### src/rtl/freq_mod_pkg.sv
// ============================================================================
// Module  : freq_mod_pkg
// Brief   : Symbol/half-period constants shared by the 9-bit FSK modulator
//           and demodulator.
// Revision: 1.0
// ============================================================================
`default_nettype none

package freq_mod_pkg;

    localparam int SYM_W   = 3;
    localparam int CNT_W   = 9;
    localparam int MEAS_W  = CNT_W + 1;
    localparam int HP_BASE = 256;
    localparam int HP_STEP = 32;

    typedef enum logic [1:0] {
        IDLE    = 2'd0,
        MEASURE = 2'd1,
        LOCKED  = 2'd2
    } state_t;

    // Nominal half-period of a symbol, in clk cycles
    function automatic logic [MEAS_W-1:0] hp_of_sym(input logic [SYM_W-1:0] s);
        return MEAS_W'(HP_BASE - HP_STEP * int'(s));
    endfunction

endpackage

`default_nettype wire

### src/rtl/freq_demod_9bit_edge_sync_detect.sv
// ============================================================================
// Module  : edge_sync_detect
// Brief   : Two-flop synchronizer followed by a both-polarity edge pulse.
// Revision: 1.0
// ============================================================================
`default_nettype none

module edge_sync_detect (
    input  logic clk,
    input  logic rst,
    input  logic sig_i,
    output logic edge_o
);

    logic sync1_q;
    logic sync2_q;
    logic prev_q;

    always_ff @(posedge clk) begin
        if (rst) begin
            sync1_q <= 1'b0;
            sync2_q <= 1'b0;
            prev_q  <= 1'b0;
        end else begin
            sync1_q <= sig_i;
            sync2_q <= sync1_q;
            prev_q  <= sync2_q;
        end
    end

    assign edge_o = sync2_q ^ prev_q;

endmodule

`default_nettype wire

### src/rtl/freq_demod_9bit.sv
// ============================================================================
// Module  : freq_demod_9bit
// Brief   : Measures the carrier half-period and recovers the 3-bit symbol.
// Revision: 1.0
// ============================================================================
`default_nettype none

module freq_demod_9bit
    import freq_mod_pkg::*;
#(
    parameter int TOL     = 4,
    parameter int CONFIRM = 2
) (
    input  logic             clk,
    input  logic             rst,
    input  logic             sig_in,
    output logic [SYM_W-1:0] sym_out,
    output logic             sym_valid,
    output logic             locked,
    output logic             err
);

    localparam logic [MEAS_W-1:0] c_TOL     = MEAS_W'(TOL);
    localparam logic [2:0]        c_CONFIRM = 3'(CONFIRM);

    logic              edge_w;
    logic [CNT_W-1:0]  hp_cnt_q, hp_cnt_d;
    state_t            state_q, state_d;
    logic [SYM_W-1:0]  cand_q, cand_d;
    logic [2:0]        mcount_q, mcount_d;
    logic [SYM_W-1:0]  sym_out_q, sym_out_d;
    logic              sym_valid_q, sym_valid_d;
    logic              locked_q, locked_d;
    logic              err_q, err_d;

    edge_sync_detect u_edge (
        .clk    (clk),
        .rst    (rst),
        .sig_i  (sig_in),
        .edge_o (edge_w)
    );

    // ------------------------------------------------------------------
    // Half-period counter
    // ------------------------------------------------------------------
    logic timeout_w;
    assign timeout_w = (hp_cnt_q == '1) && !edge_w;

    always_comb begin
        hp_cnt_d = hp_cnt_q;
        if (edge_w) begin
            hp_cnt_d = '0;
        end else if (hp_cnt_q != '1) begin
            hp_cnt_d = hp_cnt_q + 1'b1;
        end
    end

    always_ff @(posedge clk) begin
        if (rst) begin
            hp_cnt_q <= '0;
        end else begin
            hp_cnt_q <= hp_cnt_d;
        end
    end

    // ------------------------------------------------------------------
    // Decode: round (HP_BASE - measured) to the nearest step
    // ------------------------------------------------------------------
    logic [MEAS_W-1:0]  meas_w;
    logic signed [10:0] d_w;
    logic signed [10:0] s_w;
    logic [SYM_W-1:0]   s_sym_w;
    logic [MEAS_W-1:0]  hp_w;
    logic [MEAS_W-1:0]  diff_w;
    logic               match_w;

    assign meas_w  = {1'b0, hp_cnt_q} + MEAS_W'(1);
    assign d_w     = $signed(11'(HP_BASE)) - $signed({1'b0, meas_w});
    assign s_w     = (d_w + 11'sd16) >>> 5;
    assign s_sym_w = s_w[SYM_W-1:0];
    assign hp_w    = hp_of_sym(s_sym_w);
    assign diff_w  = (meas_w >= hp_w) ? (meas_w - hp_w) : (hp_w - meas_w);
    assign match_w = !s_w[10] && (s_w[9:3] == '0) && (diff_w <= c_TOL);

    logic [2:0] mc_next_w;
    logic       confirm_w;

    always_comb begin
        if (s_sym_w != cand_q) begin
            mc_next_w = 3'd1;
        end else if (mcount_q >= c_CONFIRM) begin
            mc_next_w = c_CONFIRM;
        end else begin
            mc_next_w = mcount_q + 3'd1;
        end
    end

    assign confirm_w = match_w && (mc_next_w == c_CONFIRM);

    // ------------------------------------------------------------------
    // FSM: state register
    // ------------------------------------------------------------------
    always_ff @(posedge clk) begin
        if (rst) begin
            state_q <= IDLE;
        end else begin
            state_q <= state_d;
        end
    end

    // FSM: next state
    always_comb begin
        state_d = state_q;
        case (state_q)
            IDLE: begin
                if (edge_w) state_d = MEASURE;
            end
            MEASURE: begin
                if (edge_w && confirm_w) state_d = LOCKED;
                else if (timeout_w)      state_d = IDLE;
            end
            LOCKED: begin
                if (timeout_w) state_d = IDLE;
            end
            default: state_d = IDLE;
        endcase
    end

    // FSM: outputs and symbol tracking; the first interval after IDLE is
    // never decoded because it started at an unknown time.
    always_comb begin
        cand_d      = cand_q;
        mcount_d    = mcount_q;
        sym_out_d   = sym_out_q;
        locked_d    = locked_q;
        sym_valid_d = 1'b0;
        err_d       = 1'b0;
        if (state_q != IDLE) begin
            if (edge_w) begin
                if (match_w) begin
                    cand_d   = s_sym_w;
                    mcount_d = mc_next_w;
                    if (confirm_w) begin
                        sym_out_d = s_sym_w;
                        locked_d  = 1'b1;
                        if ((state_q == MEASURE) || (s_sym_w != sym_out_q)) begin
                            sym_valid_d = 1'b1;
                        end
                    end
                end else begin
                    err_d    = 1'b1;
                    mcount_d = '0;
                end
            end else if (timeout_w) begin
                locked_d = 1'b0;
                mcount_d = '0;
            end
        end
    end

    always_ff @(posedge clk) begin
        if (rst) begin
            cand_q      <= '0;
            mcount_q    <= '0;
            sym_out_q   <= '0;
            sym_valid_q <= 1'b0;
            locked_q    <= 1'b0;
            err_q       <= 1'b0;
        end else begin
            cand_q      <= cand_d;
            mcount_q    <= mcount_d;
            sym_out_q   <= sym_out_d;
            sym_valid_q <= sym_valid_d;
            locked_q    <= locked_d;
            err_q       <= err_d;
        end
    end

    assign sym_out   = sym_out_q;
    assign sym_valid = sym_valid_q;
    assign locked    = locked_q;
    assign err       = err_q;

endmodule

`default_nettype wire

### config.mk
export PLATFORM = sky130hd
export DESIGN_NAME = freq_demod_9bit
export DESIGN_NICKNAME = d
export VERILOG_FILES = /design/src/rtl/freq_mod_pkg.sv /design/src/rtl/freq_demod_9bit_edge_sync_detect.sv /design/src/rtl/freq_demod_9bit.sv
export SDC_FILE = /design/constraint.sdc
export NUM_CORES = 1
export LEC_CHECK = 0
export CORE_MARGIN = 2
export CORE_UTILIZATION = 25
export CTS_BUF_LIST = sky130_fd_sc_hd__clkbuf_4 sky130_fd_sc_hd__clkbuf_8
export CTS_CLUSTER_DIAMETER = 100
export DETAILED_ROUTE_END_ITERATION = 16
export PLACE_DENSITY = 0.43
export SYNTH_ARGS = -nofsm -noshare
export SYNTH_HDL_FRONTEND = slang
export SYNTH_HIERARCHICAL = 1
export SYNTH_SLANG_ARGS = --single-unit
export TNS_END_PERCENT = 100
### constraint.sdc
create_clock -name clk -period 4.6 [get_ports clk]
set_clock_uncertainty 0.2 [all_clocks]
set_input_delay 0.92 -clock clk [delete_from_list [all_inputs] [get_ports clk]]
set_output_delay 0.92 -clock clk [all_outputs]
set_load 0.005 [all_outputs]
## Yosys cells after proc, flatten, opt, wreduce, memory -nomap -nowiden

Cells that the tools add are included.

- Add/sub/neg operators: 8
- Reductions and logical operators: 19
- Bitwise operators: 5
- Multiplexer cells: 16
- Eq/ne operators: 10
- Magnitude comparators: 3

Operators by type and width:

| cell | count |
|---|---|
| $sub 10x10->10 | 2 |
| $mux 3 | 5 |
| $add 11x6->11 const B | 1 |
| $sub 9x10->11 const A | 1 |
| $add 9x1->10 const B | 1 |
| $ge 10x10->1 | 1 |
| $le 10x3->1 const B | 1 |
| $mux 10 | 1 |
| $sub 9x8->10 const A | 1 |
| $add 9x1->9 const B | 1 |
| $eq 9x9->1 const B | 1 |
| $ne 9x9->1 const B | 1 |
| $reduce_and 4->1 | 2 |
| $logic_not 7->1 | 1 |
| $mux 1 | 6 |
| $mux 2 | 3 |
| $ne 3x3->1 | 2 |
| $pmux 2 s3 | 1 |
| $logic_and 1x1->1 | 5 |
| $reduce_or 5->1 | 1 |
| $ne 2x1->1 const B | 2 |
| $not 1->1 | 4 |
| $reduce_bool 2->1 | 2 |
| $add 3x1->3 const B | 1 |
| other kinds (13) | 14 |

- Register bits: 26
- Word-level logic and storage cells: 72
- Output and inout port bits: 6
- Input bits: 3

## Logic depth before layout (Yosys ltp)

Gate-level depths: netlist (run 1).

- Depth after elaboration: 12
- Mapped depth: 19
- Gate-level depth less buffers: 16

## Hierarchy

The synthesis (run 1) kept the hierarchy.

Modules (own cells, without submodules):

| module | cells each | area an instance (um^2) | instances | seq. area each (um^2) |
|---|---|---|---|---|
| freq_demod_9bit | 260 | 2120.8 | 1 | 460.4 |
| edge_sync_detect | 7 | 87.6 | 1 | 60.1 |

## Worst setup path before layout (run 1)

Ideal clock, no wire load.

- Path type: register -> register
- Start: reg hp_cnt_q[0]
- End: reg cand_q[0]
- Library setup time: 0.079 ns
- Setup slack: -0.023 ns
- Path buffers: 2
- Data required time: 4.321 ns
- Stages on the path, launching flop included: 18
- Arrival: 4.343 ns
- Clock period less this slack: 4.623 ns
- Path through: dfxtp_1 ha_1 or4b_1 a21o_1 a32oi_1 xnor2_1 xor2_1 inv_1 ha_1 buf_1 nor2_1 a2111o_1 a41oi_1 o2111ai_1 o41ai_4 buf_6 a21oi_1 a211oi_2

- Cells in the longest elaborated chain, start to end: 9
- Elaborated cells between the ends (all ways): 14
- Those cells by class: add/sub: 6; order compare: 2; mux: 1; reduce/logical: 5

Ends and longest elaborated chain:

| item | RTL line | text |
|---|---|---|
| start: declaration | freq_demod_9bit.sv:27 | `logic [CNT_W-1:0] hp_cnt_q, hp_cnt_d;` |
| start signal: assignment | freq_demod_9bit.sv:62 | `hp_cnt_q <= hp_cnt_d;` |
| $add 9x1->10 (*) | freq_demod_9bit.sv:77 | `assign meas_w = {1'b0, hp_cnt_q} + MEAS_W'(1);` |
| net meas_w[1] | freq_demod_9bit.sv:69 | `logic [MEAS_W-1:0] meas_w;` |
| $sub 9x10->11 | freq_demod_9bit.sv:78 | `assign d_w = $signed(11'(HP_BASE)) - $signed({1'b0, meas_w});` |
| $add 11x6->11 | freq_demod_9bit.sv:79 | `assign s_w = (d_w + 11'sd16) >>> 5;` |
| $sub 9x8->10 | freq_mod_pkg.sv:25 | `return MEAS_W'(HP_BASE - HP_STEP * int'(s));` |
| $sub 10x10->10 / $ge 10x10->1 (equally long branches) | freq_demod_9bit.sv:82 | `assign diff_w = (meas_w >= hp_w) ? (meas_w - hp_w) : (hp_w - meas_w);` |
| $mux 10 | freq_demod_9bit.sv:82 |  |
| $le 10x3->1 | freq_demod_9bit.sv:83 | `assign match_w = !s_w[10] && (s_w[9:3] == '0) && (diff_w <= c_TOL);` |
| $logic_and 1x1->1 | freq_demod_9bit.sv:83 |  |
| $reduce_and 3->1 (no line) | - |  |
| end signal: assignment | freq_demod_9bit.sv:170 | `cand_q <= cand_d;` |
| end: declaration | freq_demod_9bit.sv:29 | `logic [SYM_W-1:0] cand_q, cand_d;` |

The timed path passes the listed nets; every way through them passes the cells marked *.
A chain may end at the register's enable or synchronous reset.

## Worst setup path in the final report (run 1)

- Start: reg hp_cnt_q[1]
- End: reg mcount_q[1]

- Cells in the longest elaborated chain, start to end: 10
- Elaborated cells between the ends (all ways): 21
- Those cells by class: add/sub: 6; order compare: 2; eq/ne: 2; mux: 4; reduce/logical: 7

Ends and longest elaborated chain:

| item | RTL line | text |
|---|---|---|
| $add 9x1->10 | freq_demod_9bit.sv:77 |  |
| $sub 9x10->11 | freq_demod_9bit.sv:78 |  |
| $add 11x6->11 | freq_demod_9bit.sv:79 |  |
| $sub 9x8->10 | freq_mod_pkg.sv:25 |  |
| $sub 10x10->10 / $ge 10x10->1 (equally long branches) | freq_demod_9bit.sv:82 |  |
| $mux 10 | freq_demod_9bit.sv:82 |  |
| $le 10x3->1 | freq_demod_9bit.sv:83 |  |
| $logic_and 1x1->1 | freq_demod_9bit.sv:83 |  |
| $mux 3 | freq_demod_9bit.sv:140 | `if (match_w) begin` |
| $mux 3 | freq_demod_9bit.sv:139 | `if (edge_w) begin` |
| end signal: assignment | freq_demod_9bit.sv:171 | `mcount_q <= mcount_d;` |
| end: declaration | freq_demod_9bit.sv:30 | `logic [2:0] mcount_q, mcount_d;` |

Several ways; a longest one is shown, not always the timed one.

==> results_dict.tcl, run 1 <==
set metrics [dict create \
    status "completed" \
    place_ws_ns -0.2139 \
    p_leak_nw 1.155 \
    critPathLaunchType "flip-flop" \
    p_seq_share_pct 50.9 \
    die-area_mm2 0.009601 \
    yosysUniqueCellTypes 58 \
    synthAdderAreaFrac_pct 8.272 \
    seq_area_frac_synth_pct 23.57 \
    layout_common_cells "36 x buf_4, 24 x dfxtp_1, 20 x nor2_1, 18 x inv_1" \
    crit_arrival_ns 4.49 \
    synth_warnings 6 \
    final_cell_area_mm2 0.002945 \
    finalWorstSetupSlack_ns 0.1305 \
    final_max_slew_viol_count 0 \
    max-cap-violations 0 \
    seqCellArea_um2 523.0 \
    synthSimpleGateAreaFrac_pct 20.51 \
    rsz0062_at_grt "true" \
    crit_family "compound AO/OA/AOI/OAI gates" \
    holdBufCountCts 0 \
    hp-class "flip-flop to flip-flop" \
    fillerInstances 892 \
    clock_path_buffers 2 \
    path_cells "buf_6 > ha_4 > or4b_4 > a21o_1 > a32oi_4 > xnor2_4 > xor2_1 > inv_1 > ha_4 > nor2_1 > a2111o_1 > a41oi_2 > o2111ai_2 > o41ai_4 > buf_6 > and2_4 > a32o_1" \
    n_antenna_cell 0 \
    synth_area_mm2 0.002208 \
    synth-compound-area-share_pct 26.86 \
    cp_slowest_stage_delay_ns 0.55 \
    synth_fp_nets 284 \
    cts_sinks 26 \
    synth_xor_area_share_pct 10.99 \
    drtAntennaViolNets 0 \
    coreArea_mm2 0.008636 \
    grt-ovfl-total 0 \
    synth_edf_count 0 \
    fin_util_pct 34.11 \
    grt_use_total_pct 12.44 \
    drive_gt1_share_pct 27.06 \
    cts-buffers-inserted 3 \
    min_period_over_period_pct 97.16 \
    io_buffers 8 \
    fin_setup_tns_ns 0 \
    reg2reg_setup_slack_ns 0.13 \
    cts_max_level 1 \
    internal_power_mw 0.3395 \
    ios 9 \
    crit_path_top_delay_cell "or4b_4" \
    first_global_vias 2065 \
    slew_headroom_pct 46.92 \
    ys_dominant_reg_cell "dfxtp_1" \
    endpoint_kind "flip-flop" \
    max_freq_ghz 0.2237 \
    power_density_mw_per_mm2 155.5 \
    vdd_ir_drop_max_uv 102.1 \
    drt-wirelength-per-cell_um 14.84 \
    die_width_um 97.99 \
    clkPwrFrac_pct 33.0 \
    remaining_drc_errors 0 \
    nets 321 \
    syn_inst 267 \
    grt_pass1_wl_um 10060 \
    gp_congestion 0.8514 \
    die_h_um 97.99 \
    antenna_found_initial 0 \
    vias_per_cell 5.200 \
    path_buf_inv 3 \
    placed_cell_area_mm2 0.002625 \
    switching_share_pct 25.85 \
    syn_avg_cell_area_um2 8.271 \
    tightest_slew_ns 0.7937 \
    finalSetupViolations 0 \
    dpl.hpwl_um 4534 \
    hold_viol 0 \
    synth_seq_cells 26 \
    multi_input_area_mm2 0.001742 \
    drt-total-wl_um 6101 \
    path_max_fanout 5 \
    drtPass1Iterations 5 \
    p_switching_mw 0.1184 \
    clk_pin_slew_ns 0.09 \
    synth_top_family_by_area "compound AO/OA/AOI/OAI gates" \
    cp.required_ns 4.62 \
    area_delta_synth_final_pct 33.37 \
    vias 2137 \
    critPathKind "flip-flop to flip-flop" \
    cts_tree "done" \
    drt-initial-drc-count 97 \
    synth-async-reset-ratio_pct 0 \
    p_comb_share_pct 16.0 \
    synthMuxAreaShare_pct 2.266 \
    clk_latency_ns 0.27 \
    initial_core_util_pct 25.57 \
    root_buffer "clkbuf_8" \
    power_mw 0.4579 \
    grt_max_degree 20 \
    rows 34 \
    min_period_ns 4.470 \
    layout_commonest_cell "buf_4" \
]
cells by family after synthesis:
kind of cell / count (synthesis)
buf+inv: 37
mux: 5
flops: 26
xor+xnor: 23
compound gates: 76
fa+ha+maj: 14
simple gates: 86
registers in the layout (all words and copies together) (netlist names):
register,count
sym_valid,1
locked,1
u_edge/sync1_q,1
mcount_q,3
u_edge/prev_q,1
sym_out,3
cand_q,3
u_edge/sync2_q,1
hp_cnt_q,9
err,1
state_q,2
what timing repair did:
| item | 4_1_cts | 5_1_grt |
|---|---|---|
| pin swaps | 2 | 18 |
| resized for setup | 3 | 35 |
| hold endpoints to repair | 0 | 0 |
| cloned | 0 | 1 |
| setup endpoints to repair | 13 | 14 |
| buffers inserted | 2 | 2 |
worst register-to-register path, stage by stage (launching register included):
cell	delay [ns]
dfxtp_2	0.34
buf_6	0.12
ha_4	0.15
or4b_4	0.55
a21o_1	0.22
a32oi_4	0.35
xnor2_4	0.18
xor2_1	0.21
inv_1	0.11
ha_4	0.28
nor2_1	0.04
a2111o_1	0.35
a41oi_2	0.17
o2111ai_2	0.17
o41ai_4	0.42
buf_6	0.18
and2_4	0.19
a32o_1	0.17
per-layer routing:
layer  vias to the layer above  global-route usage (%)  part of all wire, %
met3                        10                   1.718                  3.3
met5                         -                       0                    0
met1                      1035                   17.41                   48
met2                        43                   20.13                   47
met4                         0                   3.312                  1.7
li1                       1049                       -                    -
Yosys cell counts (all sizes together), types with 2 or more instances:
cell	n	share of area, %
nor2	20	3.4
nor2b	5	1.4
buf	11	3.1
o31ai	4	1.4
a211oi	3	1.7
o2111ai	3	1.2
xor2	8	3.2
a41oi	2	0.79
ha	13	7.4
o311a	2	0.91
a311oi	2	0.79
inv	18	3.1
o21ai	11	2.5
a32o	2	0.91
nand3	8	1.8
a22o	2	0.79
nand2	12	2.5
xnor3	3	3.1
a21o	2	0.68
xnor2	12	4.8
a21oi	11	2.5
dfxtp	26	24
a41o	3	1.4
nor3	12	2.7
nor4	5	1.4
nand3b	2	0.68
a211o	3	1.2
a31oi	8	2.3
nand4	3	0.85
and3	3	0.85
or3	4	1.1
o41ai	2	2.0
nand2b	3	0.85
o21a	6	2.0
clkbuf	8	1.4
mux2i	5	2.3
and2	6	1.8
area by class of cell:
class                           instances  area share (%)
Multi-Input combinational cell        204           59.13
Sequential cell                        26           17.76
Tap cell                              108           4.588
Inverter                               18           2.294
Clock buffer                            4           1.869
Timing Repair Buffer                   51           14.36
path summary, 6_finish.rpt:
path	startpoint	end	depth (start not counted)
hold reg to reg	u_edge/sync1_q	u_edge/sync2_q	1
setup reg to reg	hp_cnt_q[1]	mcount_q[1]	17
hold / removal	u_edge/sync1_q	u_edge/sync2_q	1
setup / recovery	hp_cnt_q[1]	mcount_q[1]	17
metrics by stage:
step	std cells	hold slack, ns
finish	411	0.2471
global route	411	0.2597
CTS	408	0.2505
detailed placement	402	0.2270
global placement	402	0.2169
floorplan	267	0.2138
power by group through the flow:
stage          combinational, mW  clock (mW)  sequential (mW)
6_report                  0.0734       0.151            0.233
5_1_grt                   0.0808       0.165            0.234
4_1_cts                   0.0666       0.156            0.232
3_5_place_dp              0.0655           0            0.238
3_3_place_gp              0.0666           0            0.238
2_1_floorplan             0.0417           0            0.238
Note: power is estimated with default switching activity, not from simulation.
==> run 2, diff against run 1 <==
--- a/config.mk
+++ b/config.mk
@@ -10,7 +10,6 @@
 export CTS_BUF_LIST = sky130_fd_sc_hd__clkbuf_4 sky130_fd_sc_hd__clkbuf_8
 export CTS_CLUSTER_DIAMETER = 100
 export DETAILED_ROUTE_END_ITERATION = 16
-export PLACE_DENSITY = 0.43
 export SYNTH_ARGS = -nofsm -noshare
 export SYNTH_HDL_FRONTEND = slang
 export SYNTH_HIERARCHICAL = 1
==> constraint.sdc (replaced) <==
create_clock -name clk -period 4.41 [get_ports clk]
set_clock_uncertainty 0.2 [all_clocks]
set_input_delay 0.882 -clock clk [delete_from_list [all_inputs] [get_ports clk]]
set_output_delay 0.882 -clock clk [all_outputs]
set_load 0.005 [all_outputs]
==> results_dict.tcl, run 2 (synthesized netlist as in run 1, its figures left out) <==
set metrics [dict create \
    cts_sinks 26 \
    status "completed" \
    cpMostUsedCell "ha_4" \
    hold_viol 0 \
    initial_core_util_pct 25.57 \
    min_path_cells 1 \
    grt_pass1_wl_um 10360 \
    crit_arrival_ns 4.25 \
    min_period_ns 4.327 \
    ios 9 \
    rows 34 \
    tightest_slew_ns 0.7339 \
    grt_use_total_pct 12.68 \
    area_delta_synth_final_pct 39.94 \
    crit_path_top_delay_cell "or4b_4" \
    internal_power_mw 0.3363 \
    switching_share_pct 26.58 \
    power_density_mw_per_mm2 148.2 \
    cts-buffers-inserted 3 \
    path_buf_inv 1 \
    reg2reg_setup_slack_ns 0.08 \
    vias 2200 \
    io_buffers 8 \
    worst-r2r-cell-count 15 \
    placed_cell_area_mm2 0.002688 \
    max_freq_ghz 0.2311 \
    p_switching_mw 0.1218 \
    clk_pin_slew_ns 0.09 \
    dpl.cell_count 407 \
    min_period_over_period_pct 98.11 \
    grt_max_degree 20 \
    endpoint_kind "flip-flop" \
    rsz0062_at_grt "true" \
    root_buffer "clkbuf_8" \
    final_cell_area_mm2 0.003090 \
    fillerInstances 856 \
    hp-class "flip-flop to flip-flop" \
    timing.hold.ws_ns 0.2574 \
    cp_slowest_stage_delay_ns 0.51 \
    die-area_mm2 0.009601 \
    layout_common_cells "49 x buf_4, 24 x dfxtp_1, 20 x nor2_1, 17 x inv_1, 11 x nor3_1" \
    power_mw 0.4581 \
    largest_register "hp_cnt_q" \
    drtPass1Iterations 4 \
    coreArea_mm2 0.008636 \
    cts_max_level 1 \
    drt-wirelength-per-cell_um 14.58 \
    stdcell_count 423 \
    worstHoldEndpoint "u_edge/sync2_q" \
    drt-total-wl_um 6167 \
    gp_congestion 0.8661 \
    vdd_ir_drop_max_uv 103.1 \
    clock_path_buffers 2 \
    layout_commonest_cell "buf_4" \
    fin_util_pct 35.79 \
    n_antenna_cell 0 \
    critPathKind "flip-flop to flip-flop" \
    r2r-end "cand_q[2]" \
    vias_per_cell 5.201 \
    largest_reg_flops 9 \
    nets 334 \
    startpoint "hp_cnt_q[0]" \
    p_seq_share_pct 53.6 \
    crit_family "compound AO/OA/AOI/OAI gates" \
    grt-ovfl-total 0 \
    finalSetupViolations 0 \
    critPathLaunchType "flip-flop" \
    cts_tree "done" \
    die_width_um 97.99 \
    drt-initial-drc-count 97 \
    clk_latency_ns 0.27 \
    first_global_vias 2181 \
    path_max_fanout 5 \
    antenna_found_initial 0 \
    holdBufCountCts 0 \
    drive_gt1_share_pct 31.75 \
    remaining_drc_errors 0 \
    p_leak_nw 1.212 \
    final_max_slew_viol_count 0 \
    max-cap-violations 0 \
    cp.required_ns 4.33 \
    min-delay-start "u_edge/sync1_q" \
    dpl.hpwl_um 4435 \
    p_comb_share_pct 16.8 \
    slew_headroom_pct 50.92 \
    clkPwrFrac_pct 29.5 \
    drtAntennaViolNets 0 \
    path_cells "ha_4 > or4b_4 > a21o_1 > a32oi_4 > xnor2_4 > nand3_2 > ha_4 > o221ai_2 > a2111o_1 > a41oi_2 > o2111ai_2 > o41ai_4 > buf_6 > and2_4 > a211oi_2" \
    rr_startpoint "hp_cnt_q[0]" \
    die_h_um 97.99 \
]
[run 2: changes by cell type in the layout (fill, tap and decap cells not counted), sizes merged]
cell and change:
clkbuf -1, buf +13
[run 2: power by group through the flow]
stage                     logic (mW)  clock network [mW]  registers (mW)
after floorplan               0.0453                   0           0.249
after global placement        0.0636                   0           0.249
after detailed placement      0.0642                   0           0.250
after CTS                     0.0694               0.137           0.244
after global routing          0.0846               0.150           0.247
final                         0.0771               0.135           0.246
[run 2: final cells by class]
class | instances | area, um^2 | share of cell area (%)
Timing Repair Buffer | 64 | 535.5 | 17.33
Multi-Input combinational cell | 204 | 1783 | 57.69
Inverter | 18 | 67.56 | 2.186
Sequential cell | 26 | 528.0 | 17.09
Clock buffer | 3 | 41.29 | 1.336
Tap cell | 108 | 135.1 | 4.372
[run 2: through the flow]
stage	setup slack (ns)	TNS [ns]
5_1_grt	-0.05995	-0.3788
3_3_place_gp	-0.2289	-2.496
2_1_floorplan	0.003855	0
4_1_cts	0.001934	0
6_report	0.08330	0
3_5_place_dp	-0.3544	-4.058
[run 2: worst max path at each step]
stage	to	slack (ns)	cells past startpoint
6_report	cand_q[2]	0.08	15
5_1_grt	cand_q[2]	-0.06	15
4_1_cts	sym_out[2]	0.002	18
3_5_place_dp	state_q[1]	-0.35	15
3_3_place_gp	state_q[1]	-0.23	15
2_1_floorplan	cand_q[0]	0.004	19
[run 2: per-layer routing]
layer | share of wire (%) | track usage, %
met5 | 0 | 0
met4 | 1.7 | 3.419
met3 | 2.8 | 1.790
met2 | 47 | 21.18
met1 | 48 | 17.14
[run 2: what timing repair did]
item	4_1_cts	5_1_grt
buffers inserted	4	8
gates resized for setup	22	24
gates cloned	1	0
endpoints found under the setup margin	14	14
pin swaps	10	17
